`config.mk`:
```
export PLATFORM = sky130hd
export DESIGN_NAME = riscv_test_sequencer
export DESIGN_NICKNAME = d
export VERILOG_FILES = /design/src/rtl/riscv_test_sequencer.sv
export SDC_FILE = /design/constraint.sdc
export NUM_CORES = 1
export LEC_CHECK = 0
export ABC_AREA = 1
export ABC_CLOCK_PERIOD_IN_PS = 2600
export CORE_ASPECT_RATIO = 1.1
export CORE_MARGIN = 1.5
export CORE_UTILIZATION = 40
export DETAILED_ROUTE_END_ITERATION = 12
export PLACE_DENSITY = 0.7
export SKIP_LAST_GASP = 1
export SYNTH_ARGS = -nofsm -noshare
export SYNTH_HDL_FRONTEND = slang
export SYNTH_SLANG_ARGS = --single-unit
```
`constraint.sdc`:
```
create_clock -name clock -period 2.6 [get_ports clock]
set_input_delay 0.39 -clock clock [delete_from_list [all_inputs] [get_ports clock]]
set_output_delay 0.39 -clock clock [all_outputs]
set_load 0.02 [all_outputs]
```
`src/rtl/riscv_test_sequencer.sv`:
```
// ============================================================================
//  Module      : riscv_test_sequencer
//  Description : Resets, runs and freezes a RISC-V core, then checks a list
//                of register/value pairs through the core's register file.
//  Revision    : 1.0 - initial release
// ============================================================================
`default_nettype none

module riscv_test_sequencer #(
    parameter int XLEN         = 32,
    parameter int NUM_CHECKS   = 1,
    parameter int RESET_CYCLES = 2,
    parameter int RUN_CYCLES   = 376,
    parameter int MODE         = 0,
    parameter int HALT_STABLE  = 4
) (
    input  logic                       clock,
    input  logic                       rst,
    input  logic                       start,
    input  logic [XLEN-1:0]            pc,
    input  logic [XLEN-1:0]            rf_rd_data,
    input  logic [5*NUM_CHECKS-1:0]    chk_addr,
    input  logic [XLEN*NUM_CHECKS-1:0] chk_value,
    output logic                       core_rstn,
    output logic                       core_hold,
    output logic [4:0]                 rf_rd_addr,
    output logic                       busy,
    output logic                       done,
    output logic                       pass,
    output logic                       timeout,
    output logic [4:0]                 fail_index,
    output logic [31:0]                cycle_count
);

    typedef enum logic [2:0] {
        S_IDLE  = 3'd0,
        S_RESET = 3'd1,
        S_RUN   = 3'd2,
        S_CHECK = 3'd3,
        S_DONE  = 3'd4
    } state_t;

    localparam logic [31:0] c_RST_LAST  = 32'(RESET_CYCLES - 1);
    localparam logic [31:0] c_RUN_LIMIT = 32'(RUN_CYCLES);
    localparam logic [31:0] c_HALT_CNT  = 32'(HALT_STABLE);
    localparam logic [4:0]  c_LAST_IDX  = 5'(NUM_CHECKS - 1);

    state_t          r_state;
    logic [4:0]      r_index;
    logic [31:0]     r_rst_cnt;
    logic [31:0]     r_stable;
    logic [XLEN-1:0] r_pc_prev;

    // Check list padded to 32 entries so a 5-bit index selects it exactly
    logic [4:0]      w_addr_tab [32];
    logic [XLEN-1:0] w_val_tab  [32];

    for (genvar gi = 0; gi < 32; gi++) begin : g_tab
        if (gi < NUM_CHECKS) begin : g_used
            assign w_addr_tab[gi] = chk_addr[5*gi +: 5];
            assign w_val_tab[gi]  = chk_value[XLEN*gi +: XLEN];
        end else begin : g_unused
            assign w_addr_tab[gi] = '0;
            assign w_val_tab[gi]  = '0;
        end
    end

    logic [31:0] w_stable_next;
    logic        w_halt;
    logic        w_budget;
    logic        w_match;

    assign w_stable_next = (pc != r_pc_prev)        ? 32'd0    :
                           (r_stable == 32'hFFFF_FFFF) ? r_stable : r_stable + 32'd1;
    assign w_halt        = (MODE == 1) && (w_stable_next >= c_HALT_CNT);
    assign w_budget      = (cycle_count == c_RUN_LIMIT);
    assign w_match       = (rf_rd_data == w_val_tab[r_index]);

    // Register-file read is asynchronous, so the address follows the index directly
    assign rf_rd_addr = (r_state == S_CHECK) ? w_addr_tab[r_index] : 5'd0;

    // {core_rstn, core_hold, busy, done} for the state being entered
    function automatic logic [3:0] f_outs(input state_t s);
        case (s)
            S_RESET: f_outs = 4'b0010;
            S_RUN:   f_outs = 4'b1010;
            S_CHECK: f_outs = 4'b1110;
            S_DONE:  f_outs = 4'b1101;
            default: f_outs = 4'b0100;
        endcase
    endfunction

    always_ff @(posedge clock) begin
        if (rst) begin
            r_state     <= S_IDLE;
            {core_rstn, core_hold, busy, done} <= f_outs(S_IDLE);
            pass        <= 1'b0;
            timeout     <= 1'b0;
            fail_index  <= 5'd0;
            cycle_count <= 32'd0;
            r_index     <= 5'd0;
            r_rst_cnt   <= 32'd0;
            r_stable    <= 32'd0;
            r_pc_prev   <= '0;
        end else begin
            r_pc_prev <= pc;
            case (r_state)
                S_IDLE, S_DONE: begin
                    if (start) begin
                        r_state     <= S_RESET;
                        {core_rstn, core_hold, busy, done} <= f_outs(S_RESET);
                        pass        <= 1'b0;
                        timeout     <= 1'b0;
                        fail_index  <= 5'd0;
                        cycle_count <= 32'd0;
                        r_rst_cnt   <= 32'd0;
                    end
                end
                S_RESET: begin
                    if (r_rst_cnt == c_RST_LAST) begin
                        r_state     <= S_RUN;
                        {core_rstn, core_hold, busy, done} <= f_outs(S_RUN);
                        cycle_count <= 32'd1;
                        r_stable    <= 32'd0;
                    end else begin
                        r_rst_cnt <= r_rst_cnt + 32'd1;
                    end
                end
                S_RUN: begin
                    r_stable <= w_stable_next;
                    // Halt wins over a budget that runs out in the same cycle
                    if (w_halt || (MODE == 0 && w_budget)) begin
                        r_state <= S_CHECK;
                        {core_rstn, core_hold, busy, done} <= f_outs(S_CHECK);
                        r_index <= 5'd0;
                    end else if (w_budget) begin
                        r_state <= S_DONE;
                        {core_rstn, core_hold, busy, done} <= f_outs(S_DONE);
                        timeout <= 1'b1;
                        pass    <= 1'b0;
                    end else if (cycle_count != 32'hFFFF_FFFF) begin
                        cycle_count <= cycle_count + 32'd1;
                    end
                end
                S_CHECK: begin
                    if (!w_match) begin
                        r_state    <= S_DONE;
                        {core_rstn, core_hold, busy, done} <= f_outs(S_DONE);
                        fail_index <= r_index;
                        pass       <= 1'b0;
                    end else if (r_index == c_LAST_IDX) begin
                        r_state    <= S_DONE;
                        {core_rstn, core_hold, busy, done} <= f_outs(S_DONE);
                        fail_index <= 5'd0;
                        pass       <= 1'b1;
                    end else begin
                        r_index <= r_index + 5'd1;
                    end
                end
                default: begin
                    r_state <= S_IDLE;
                    {core_rstn, core_hold, busy, done} <= f_outs(S_IDLE);
                end
            endcase
        end
    end

endmodule

`default_nettype wire

```
==> results by group, run 1 <==
Clock network
  • Inserted Clock Buffers: 9
  • Worst-Skew Late Latency: 0.35 ns
  • CTS Hold Bufs: 0
  • CTS H-tree depth: 3
  • Clock input transition at the sequential cells of the worst setup and hold paths: 0.06 ns
  • Root Driver: clkbuf_16
  • CTS tree: done
  • Postcts setup bufs: 0
  • Clk sinks: 82
  • Clock Path Buffers: 2

Setup path
  • CP Data Arrival Time: 2.08 ns
  • Critical path type: register to primary output
  • CP required: 2.21 ns
  • Startpoint Class: register
  • Worst Setup End Kind: primary output
  • Worst-path fanout max: 33
  • R2R Setup Slk: 0.33 ns

Logic synthesis
  • Synth Warn #: 0
  • Number of flops mapped to enable cells by yosys: 0
  • Top-count cell post-synth: nand2_1
  • Post-Syn Instances: 1045
  • Synthesized cell area: 6130 sq um
  • Commonest cells post-synth: nand2_1 (306), nor2_1 (147), inv_1 (102), nand3_1 (88), dfxtp_1 (82)
  • #FFs+latches synth: 82
  • Sequential fraction of the synthesis area: 0.268
  • Synth area leaders: dfxtp_1 (27%), nand2_1 (19%), nor2_1 (9.0%), nand3_1 (7.2%), a21oi_1 (6.6%)
  • Ys async rst share: 0
  • Post-synth cell types: 36
  • Synth area leader: dfxtp_1
  • Syn Area/Cell: 5.87 sq um
  • Top FF cell, synth: dfxtp_1
  • Syn_nets: 1155
  • Synth top area share: 0.268

Drt
  • Drt drc: 0
  • Initial drt markers: 476
  • Via count: 7035
  • Final wirelength: 18300 um
  • DR WL/cell: 13.5 um
  • Drt via density: 5.20
  • Antenna Nets Post-Route: 0
  • First-pass detailed-route iteration total: 5

Placed design
  • Buffers added on ports: 118
  • Dpl cell area: 7510 sq um
  • Placer congestion estimate: 0.930
  • Pre-CTS setup slack: 0.287 ns
  • Post-DP HPWL: 13500 um

GRT
  • Vias in the first global route: 6256
  • Initial antenna violation count: 0
  • GRT overflow: 0
  • Largest net degree at the start of global routing: 47
  • First-pass GRT wire length: 30200 um
  • Total GRT Usage: 0.230

STA
  • Post-route minimum period: 2.47 ns
  • Total negative slack: 0 ns
  • Fmax: 0.405 GHz
  • Pins Over Slew Limit: 0
  • Fin Clk Skew: 0.00589 ns
  • Count of final hold-check violations: 0
  • Min setup slack post-route: 0.134 ns
  • Headroom to the max-slew limit: 0.581
  • Worst Max-Slew Pin Slew: 0.628 ns
  • Period utilization: 0.949
  • RSZ-0062 raised after global routing: no
  • Final worst hold slack: 0.464 ns
  • Final setup violation count: 0

Outcome
  • Status: completed

Power
  • P per Cell Area: 550 nW/um^2
  • Maximum vdd ir drop: 0.000369 V
  • Leak: 2.97 nW

Floorplanning
  • Die X: 121 um
  • Number of cell rows: 47
  • CORE AREA: 15000 sq um
  • I/O Pins: 152
  • Die area: 16100 sq um
  • Die Height: 133 um
  • Initial Util: 0.409

Finish
  • Ratio of cells with drive above 1 in the final layout: 0.0527
  • Fin nets: 1262
  • Antenna Cells: 0
  • # fillers: 1546
  • Core Util, Final: 0.522
  • Design Area, Final: 7820 sq um
  • Synth-to-Final Area Change: 27.5%

Job
  • Max Cap Violations: 0

Worst hold path
  • HP Class: register to register
[final cells by class]
type                            count  area [sq um]  area share
Clock buffer                       11           233      0.0298
Clock inverter                      5          78.8      0.0101
Inverter                          105           399      0.0510
Multi-Input combinational cell    822          3910       0.499
Sequential cell                    82          1640       0.210
Tap cell                          196           245      0.0313
Timing Repair Buffer              132          1320       0.169
[registers in the layout, indices dropped and copies added (netlist names)]
register and cells:
cycle_count 32, core_rstn 1, busy 1, done 1, r_index 5, r_rst_cnt 32
pass 1, core_hold 1, r_state 3, fail_index 5
[final timing paths]
path | from | endpoint | cells past startpoint
min reg2reg | done | done | 2
max reg2reg | cycle_count[0] | cycle_count[21] | 12
min | done | done | 2
max | r_index[2] | rf_rd_addr[1] | 6
[cell usage in the layout, fill, tap and decap left out, types with 3 or more instances in the layout]
cell,count
nand2_1,305
nor2_4,3
nor4_1,21
nor3_1,39
ha_1,6
o21ai_0,13
o21bai_1,9
buf_12,3
nor2_1,146
xnor2_1,5
nand3_1,88
clkbuf_16,9
xor2_1,25
nand2_2,6
dfxtp_1,82
buf_4,11
nand4_1,42
or2_2,16
clkdlybuf4s50_1,117
nand3b_1,6
inv_1,102
a21oi_1,81
[metal layers]
metal / track usage / vias to the layer above / share of wire
met2: 0.373 / 242 / 0.45
met1: 0.307 / 3137 / 0.45
met5: 0 / - / 0
met3: 0.0418 / 30 / 0.079
li1: - / 3626 / -
met4: 0.0725 / 0 / 0.019
[timing repair]
item                       CTS  global route
resized for setup            1             1
pin swaps                    0             0
setup endpoints to repair    1             5
[report_power, final]
part / total, mW / switching (mW) / internal [mW]
Combinational: 1.54 / 1.02 / 0.519
Clock: 1.38 / 0.537 / 0.841
Sequential: 1.39 / 0.0644 / 1.32
[per-stage QoR]
| step | power (mW) | instances |
|---|---|---|
| 2_1_floorplan | 2.36 | 1045 |
| 3_3_place_gp | 2.93 | 1337 |
| 3_5_place_dp | 2.94 | 1337 |
| 4_1_cts | 4.33 | 1353 |
| 5_1_grt | 4.56 | 1353 |
| 6_report | 4.30 | 1353 |
[worst max-delay path: stages, from the launching register on]
cell and delay [ns]:
dfxtp_1 0.36, nor2_4 0.17, nand2_4 0.08, inv_6 0.19
nand2_2 0.15, nor2_1 0.15, clkdlybuf4s50_1 0.62
[cell families (layout without fill, tap and decap cells)]
family / Yosys count / after routing / share of synthesized area
other cells: 1 / 1 / 0.000611
buf+inv: 141 / 253 / 0.0965
fa+ha+maj: 6 / 6 / 0.0122
flops: 82 / 82 / 0.268
simple gates: 680 / 680 / 0.491
xor+xnor: 30 / 30 / 0.0428
compound gates: 105 / 105 / 0.0897
Power figures use the tool's default switching activity.
==> inputs of run 2 (changes only) <==
--- a/config.mk
+++ b/config.mk
@@ -6,8 +6,8 @@
 export NUM_CORES = 1
 export LEC_CHECK = 0
 export ABC_AREA = 1
-export ABC_CLOCK_PERIOD_IN_PS = 2600
-export CORE_ASPECT_RATIO = 1.1
+export ABC_CLOCK_PERIOD_IN_PS = 2850
+export CORE_ASPECT_RATIO = 0.6
 export CORE_MARGIN = 1.5
 export CORE_UTILIZATION = 40
 export DETAILED_ROUTE_END_ITERATION = 12
==> constraint.sdc (replaced) <==
create_clock -name clock -period 2.85 [get_ports clock]
set_input_delay 0.4275 -clock clock [delete_from_list [all_inputs] [get_ports clock]]
set_output_delay 0.4275 -clock clock [all_outputs]
set_load 0.02 [all_outputs]
==> run 2 against run 1 <==
- sequential cell count unchanged
- total power shrank 8.4%
- sequential power down 9%
- first-iteration DRC count increased by 64%
- largest cell class unchanged
==> results by group, run 2 (synthesized netlist as in run 1, its figures left out) <==
STA
  • Worst Max-Slew Pin Slew: 0.722 ns
  • Final setup violation count: 0
  • Pins Over Slew Limit: 0
  • Count of final hold-check violations: 0
  • Fmax: 0.383 GHz
  • Post-route minimum period: 2.61 ns
  • Headroom to the max-slew limit: 0.518
  • Fin Clk Skew: 0.00796 ns
  • Total negative slack: 0 ns
  • RSZ-0062 raised after global routing: no
  • Period utilization: 0.916

Floorplanning
  • CORE AREA: 14700 sq um
  • Die Height: 98.9 um
  • Number of cell rows: 34
  • Die X: 163 um
  • I/O Pins: 152
  • Die area: 16100 sq um
  • Initial Util: 0.417

Drt
  • Drt via density: 5.26
  • Initial drt markers: 780
  • Drt drc: 0
  • Final wirelength: 19400 um
  • Antenna Nets Post-Route: 0
  • Via count: 7125
  • DR WL/cell: 14.4 um
  • First-pass detailed-route iteration total: 5

Power
  • Flop pwr share: 0.320
  • Clk network pwr share: 0.319
  • P per Cell Area: 505 nW/um^2
  • Leak: 2.95 nW
  • Maximum vdd ir drop: 0.000458 V
  • Combinational power share: 0.360
  • Switching Share: 0.380
  • Sw power: 1.50 mW
  • P_int: 2.44 mW

Setup path
  • Worst-path fanout max: 33
  • Worst Setup End Kind: primary output
  • CP required: 2.42 ns
  • CP Data Arrival Time: 2.18 ns
  • Startpoint Class: register
  • Critical path type: register to primary output
  • Reg2reg path depth: 8

Placed design
  • Post-DP HPWL: 14900 um
  • Post-Place Cells: 1339
  • Placer congestion estimate: 0.983
  • Dpl cell area: 7480 sq um
  • Buffers added on ports: 118

Finish
  • Fin nets: 1262
  • Design Area, Final: 7800 sq um
  • Synth-to-Final Area Change: 27.2%
  • Ratio of cells with drive above 1 in the final layout: 0.0528
  • Commonest cells after routing, fill and taps aside: nand2_1 (306), nor2_1 (146), clkdlybuf4s50_1 (117)
  • Finished Layout Cells: 1354
  • Biggest regs: cycle_count x32, r_rst_cnt x32
  • Most common cell after layout, fill and taps aside: nand2_1
  • Antenna Cells: 0

Clock network
  • Clock input transition at the sequential cells of the worst setup and hold paths: 0.06 ns
  • Worst-Skew Late Latency: 0.33 ns
  • Inserted Clock Buffers: 9
  • CTS tree: done
  • Clock Path Buffers: 2
  • Clk sinks: 82
  • Postcts setup bufs: 0
  • CTS H-tree depth: 3
  • Root Driver: clkbuf_16

GRT
  • GR Util met3: 0.0631
  • Initial antenna violation count: 0
  • Largest net degree at the start of global routing: 36
  • GRT overflow: 0
  • First-pass GRT wire length: 32200 um
  • Met1 layer usage reported by global route: 0.386
  • Vias in the first global route: 6356
  • GRT Max-Usage Layer: met1
  • Total GRT Usage: 0.247
  • GR Layer Usage met2: 0.339

Worst hold path
  • Hold Path Depth: 2
  • HP Class: register to register

Outcome
  • Status: completed

Job
  • Max Cap Violations: 0
[run 2: path summary, 6_finish.rpt]
kind / from / to / slack (ns)
hold reg to reg: fail_index[0] / fail_index[0] / 0.47
setup reg to reg: r_rst_cnt[17] / r_state[1] / 0.31
setup / recovery: r_index[3] / rf_rd_addr[3] / 0.24
hold / removal: fail_index[0] / fail_index[0] / 0.47
[run 2: metal layers]
metal	vias up	part of all wire
met5	-	0
met4	0	0.0043
li1	3626	-
met3	9	0.10
met2	307	0.37
met1	3183	0.52
[run 2: timing repair]
item / 4_1_cts / 5_1_grt
endpoints found under the setup margin: 0 / 5
hold buffers: 0 / 0
gates resized for setup: 0 / 2
[run 2: layout make-up]
type	instances	area (sq um)
clock buffers	9	225
clock inverters	6	90.1
fillers	1535	6920
inverters	105	402
multi-input cells	822	3900
flip-flops and latches	82	1640
well taps	198	248
repair buffers	132	1290
[run 2: power groups by stage]
stage,Combinational [mW],Clock [mW],Sequential (mW)
final,1.42,1.26,1.26
after floorplan,0.839,0,1.31
after global placement,1.38,0,1.29
after detailed placement,1.41,0,1.29
after CTS,1.41,1.29,1.26
after global routing,1.58,1.34,1.27
[run 2: worst max-delay path: stages, from the launching register on]
cell and delay [ns]:
dfxtp_1 0.37, nor2_4 0.13, nand2_4 0.20, inv_8 0.23
nand2_1 0.17, nor2_1 0.12, clkdlybuf4s50_1 0.61
[run 2: metrics by stage]
step	setup slack, ns	hold slack, ns	total power [mW]	utilization
6_report	0.240	0.466	3.94	0.530
2_1_floorplan	0.846	0.453	2.15	-
5_1_grt	0.0515	0.493	4.19	0.530
3_5_place_dp	0.431	0.456	2.69	0.508
3_3_place_gp	0.472	0.452	2.67	0.508
4_1_cts	0.0998	0.465	3.96	0.530
